<file path="src/rtl/toggle_enable_debounce.sv">
// toggle_enable_debounce
//
// Turns a raw, bouncy push-button into a clean one-cycle enable pulse for the
// flip_flop_T stage downstream, so the toggle output flips exactly once per
// physical press. Both the press and the release are debounced: a new level
// is accepted only after the synchronised button has held it for DB_CYCLES
// cycles beyond the first sighting.
//
// Parameters
//   DB_CYCLES  stable synchronised cycles needed to accept a press/release
//              (1 .. 2**CNT_W)
//   CNT_W      width of the debounce counter
//
// Ports
//   clock   in   single clock, rising-edge
//   reset   in   synchronous, active-high reset
//   btn     in   raw button, asynchronous to clock, may bounce
//   enable  out  registered one-cycle pulse per accepted press
//   level   out  debounced button level (1 in HELD/DISARM)
//   busy    out  1 whenever the FSM is away from IDLE

module toggle_enable_debounce #(
  parameter int DB_CYCLES = 4,
  parameter int CNT_W     = 3
) (
  input  logic clock,
  input  logic reset,
  input  logic btn,
  output logic enable,
  output logic level,
  output logic busy
);

  // The encoding is fixed so that bit 1 is directly the debounced level.
  typedef enum logic [1:0] {
    IDLE   = 2'b00,
    ARM    = 2'b01,
    HELD   = 2'b10,
    DISARM = 2'b11
  } state_t;

  // Terminal count: the counter only ever reaches DB_CYCLES-1, so it never
  // wraps even when DB_CYCLES equals 2**CNT_W.
  localparam logic [CNT_W-1:0] LAST_CNT = CNT_W'(DB_CYCLES - 1);

  state_t           state;
  logic             s1;
  logic             s2;
  logic [CNT_W-1:0] cnt;

  // Two-flop synchroniser. btn is asynchronous, so s1 may go metastable;
  // only s2 is allowed to feed the FSM.
  always_ff @(posedge clock) begin
    if (reset) begin
      s1 <= 1'b0;
      s2 <= 1'b0;
    end else begin
      s1 <= btn;
      s2 <= s1;
    end
  end

  // Debounce FSM. ARM counts stable highs before accepting a press, DISARM
  // counts stable lows before accepting a release. Any contrary sample in
  // ARM/DISARM falls back to the previous stable state, which is what
  // swallows contact bounce. enable is registered here and defaults to 0
  // on every edge, so it can only be high for the single cycle following
  // the ARM->HELD transition; reset clears it on the same edge.
  always_ff @(posedge clock) begin
    if (reset) begin
      state  <= IDLE;
      cnt    <= '0;
      enable <= 1'b0;
    end else begin
      enable <= 1'b0;
      case (state)
        IDLE: begin
          if (s2) begin
            state <= ARM;
            cnt   <= '0;
          end
        end
        ARM: begin
          if (!s2) begin
            state <= IDLE;
          end else if (cnt == LAST_CNT) begin
            state  <= HELD;
            enable <= 1'b1;
          end else begin
            cnt <= cnt + CNT_W'(1);
          end
        end
        HELD: begin
          if (!s2) begin
            state <= DISARM;
            cnt   <= '0;
          end
        end
        DISARM: begin
          if (s2) begin
            state <= HELD;
          end else if (cnt == LAST_CNT) begin
            state <= IDLE;
          end else begin
            cnt <= cnt + CNT_W'(1);
          end
        end
        default: begin
          state <= IDLE;
          cnt   <= '0;
        end
      endcase
    end
  end

  // Observation outputs are pure decodes of the state register, so they
  // carry no extra latency and cannot glitch between states.
  assign level = state[1];
  assign busy  = (state != IDLE);

endmodule

</file>
<file path="config.mk">
export PLATFORM = sky130hd
export DESIGN_NAME = toggle_enable_debounce
export DESIGN_NICKNAME = d
export VERILOG_FILES = /design/src/rtl/toggle_enable_debounce.sv
export SDC_FILE = /design/constraint.sdc
export NUM_CORES = 1
export LEC_CHECK = 0
export ABC_CLOCK_PERIOD_IN_PS = 1600
export BUFFER_PORTS_ARGS = -buffer_cell sky130_fd_sc_hd__buf_2
export CORE_AREA = 10 10 47 49
export CTS_BUF_LIST = sky130_fd_sc_hd__clkbuf_16
export CTS_CLUSTER_SIZE = 14
export DETAILED_ROUTE_END_ITERATION = 6
export DIE_AREA = 0 0 57 59
export PLACE_DENSITY_LB_ADDON = 0.08
export SLEW_MARGIN = 5
export SYNTH_ARGS = -nofsm -noshare
export SYNTH_HDL_FRONTEND = slang
export SYNTH_SLANG_ARGS = --single-unit
</file>
<file path="constraint.sdc">
create_clock -name clock -period 1.6 [get_ports clock]
set_input_delay 0.48 -clock clock [delete_from_list [all_inputs] [get_ports clock]]
set_output_delay 0.48 -clock clock [all_outputs]
set_load 0.1 [all_outputs]
</file>
==> metrics.md <==
| Metric | Value |
|---|---|
| Critical path capture point type | `output pin` |
| Max Root-Sink Buffers | `2` |
| Status | `completed` |
| Max_slew headroom | `between 60% and 70%` |
| CTS tree | `yes` |
| Clk_lat worst skew | `between 200 and 250 ps` |
| CTS Sinks | `8` |
| Layout cells sized above 1 | `between 20% and 30%` |
| Register clock-pin slew on the reported worst setup and hold paths | `30 ps` |
| Post-CTS Setup Bufs | `0` |
| Worst VDD drop | `about 0.98 mV` |
| Total CTS buffers | `3` |
| GRT Total Usage | `4.233%` |
| Final setup vio count | `0` |
| Via count | `roughly 260` |
| Core area | `approximately 1400 µm²` |
| Net Count, Synth | `37` |
| Placed cell area | `394.1 µm²` |
| Pleak | `approximately 0.18 nW` |
| Mapped Cells | `32` |
| Hold_buf cts | `0` |
| CTS root buf | `clkbuf_16` |
| Starting density of the core | `roughly 22%` |
| Fin. Hold Viols | `0` |
| Total power | `635.9 µW` |
| Layout fillers | `roughly 150` |
| Detailed Route Iter0 Violations | `12` |
| Initial antenna violation count | `0` |
| HPWL Detailed | `around 470 µm` |
| CP arrival | `1020 ps` |
| Worst Path Required | `1120 ps` |
| Worst hold margin | `roughly 430 ps` |
| I/O Pins | `6` |
| Syn-to-layout area delta | `48.81%` |
| Synthesized cell area | `about 320 µm²` |
| Synth warn | `0` |
| Largest net degree at the start of global routing | `9` |
| Routability congestion estimate | `approximately 0.7` |
| First-pass GRT wire length | `~1.1 mm` |
| Fin nets | `between 40 and 50` |
| Worst Max-Slew Pin Slew | `487.7 ps` |
| Routed Antenna Nets | `0` |
| DRC | `0` |
| Resized cells post-CTS | `0` |
| Crit start category | `flop` |
| Vias in the first global route | `around 250` |
| Register area | `161.4 µm²` |
| Wire per inst | `11.32 µm` |
| Pre-Repair DR Iteration Count | `4` |
| Syn Area/Cell | `9.853 µm²` |
| Die height | `59 µm` |
| GRT overflow | `0` |
| WL final | `about 630 µm` |
| Area of the multi-input gates | `around 150 µm²` |
| Finished Cell Area | `between 400 and 500 µm²` |
| Critical path type | `flop to output pin` |
| Max_cap viols | `0` |
| Synthesized flop and latch total | `8` |
| Max Clk Rate | `666.2 MHz` |
| RSZ-0062 raised after global routing | `no` |
| Period utilization | `around 94%` |
| Power Dens Cells | `1355 nW/µm²` |
| CP Max Fanout | `6` |
| Num rows | `14` |
| Fin Clk Skew | `about 3 ps` |
| Sum Neg Setup Slack | `0 ps` |
| Minimum clock period | `roughly 1500 ps` |
| Cell variety after synth | `16` |
| Hold Crit Class | `flop to flop` |
| Ant. Diodes | `0` |
| Die X | `between 50 and 60 µm` |
| Pins over their slew limit | `0` |
| Die area | `between 3000 and 4000 µm²` |
| Sequential area share after synthesis | `between 50% and 60%` |
| Vias per inst | `4.589` |
| H-tree levels | `1` |
| Port Buffer Count | `5` |
-- layout by cell type, fill, tap and decap left out, drive strengths merged --
cell / instances
clkbuf: 3
inv: 1
and2: 1
nor4b: 1
buf: 5
nand4b: 2
xnor2: 1
o21ai: 3
dfxtp: 8
ha: 2
nand2: 3
nor2b: 2
or2: 1
nor3: 1
nand4: 1
a21oi: 4
xor2: 1
-- layer usage --
layer / up-vias / track usage (%) / wire, µm
met5: - / 0 / 0
met2: 8 / 5.116 / 278
met1: 118 / 4.626 / 294
met3: 2 / 3.648 / 48
met4: 0 / 3.020 / 13
li1: 129 / - / -
-- power by group --
| part | switching, mW | leakage [nW] | total, mW | internal (mW) |
|---|---|---|---|---|
| sequential | 0.00268 | 0.0655 | 0.206 | 0.204 |
| combinational | 0.0114 | 0.0806 | 0.0194 | 0.00802 |
| clock | 0.0886 | 0.0370 | 0.410 | 0.321 |
-- synthesized netlist by cell type (all sizes together) --
| library cell | instances | area (µm²) |
|---|---|---|
| a21oi | 4 | 20.02 |
| and2 | 1 | 6.260 |
| nand2 | 3 | 11.26 |
| nor3 | 1 | 5.000 |
| or2 | 1 | 6.260 |
| nand4 | 1 | 6.260 |
| nand4b | 2 | 17.52 |
| o21ai | 3 | 15.01 |
| xnor2 | 1 | 8.760 |
| ha | 2 | 25.02 |
| xor2 | 1 | 8.760 |
| nor4b | 1 | 8.760 |
| dfxtp | 8 | 160.2 |
| nor2b | 2 | 12.51 |
| inv | 1 | 3.750 |
-- layout make-up --
class                           instances  area share (%)
Sequential cell                         8           34.40
Inverter                                1          0.8000
Tap cell                               16           4.267
Multi-Input combinational cell         23           32.80
Clock buffer                            3           16.00
Timing Repair Buffer                    5           11.73
-- kinds of logic (layout without fill, tap and decap cells) --
group / count (synthesis) / after routing / synth area share, %
and+or+nand+nor: 12 / 12 / 23.42
DFF: 8 / 8 / 50.79
AOI/OAI and AO/OA: 7 / 7 / 11.11
adders and majority gates: 2 / 2 / 7.935
xor gates and xnor gates: 2 / 2 / 5.557
buffers and inverters: 1 / 9 / 1.189
-- worst paths after layout --
path / startpoint / end / slack [ps] / cells past startpoint
worst max-delay path: flop / busy / 100 / 2
worst min-delay path: s1$_SDFF_PP0_ / s2$_SDFF_PP0_ / 430 / 1
worst max register to register: cnt[0]$_SDFFE_PP0P_ / cnt[0]$_SDFFE_PP0P_ / 330 / 5
worst min register to register: s1$_SDFF_PP0_ / s2$_SDFF_PP0_ / 430 / 1
-- metrics by stage --
| step | std cells | setup slack, ps | utilization (%) |
|---|---|---|---|
| after CTS | 56 | 94.85 | 33.48 |
| after global placement | 53 | 340.4 | 28.13 |
| after detailed placement | 53 | 336.2 | 28.13 |
| after floorplan | 32 | 11.16 | - |
| final | 56 | 98.99 | 33.48 |
| after global routing | 56 | 83.04 | 33.48 |
-- worst max-delay path, stage by stage, from the launching register on --
cell and delay (ps):
dfxtp_2 360, or2_4 270, buf_12 160
Note: power is estimated with default switching activity, not from simulation.
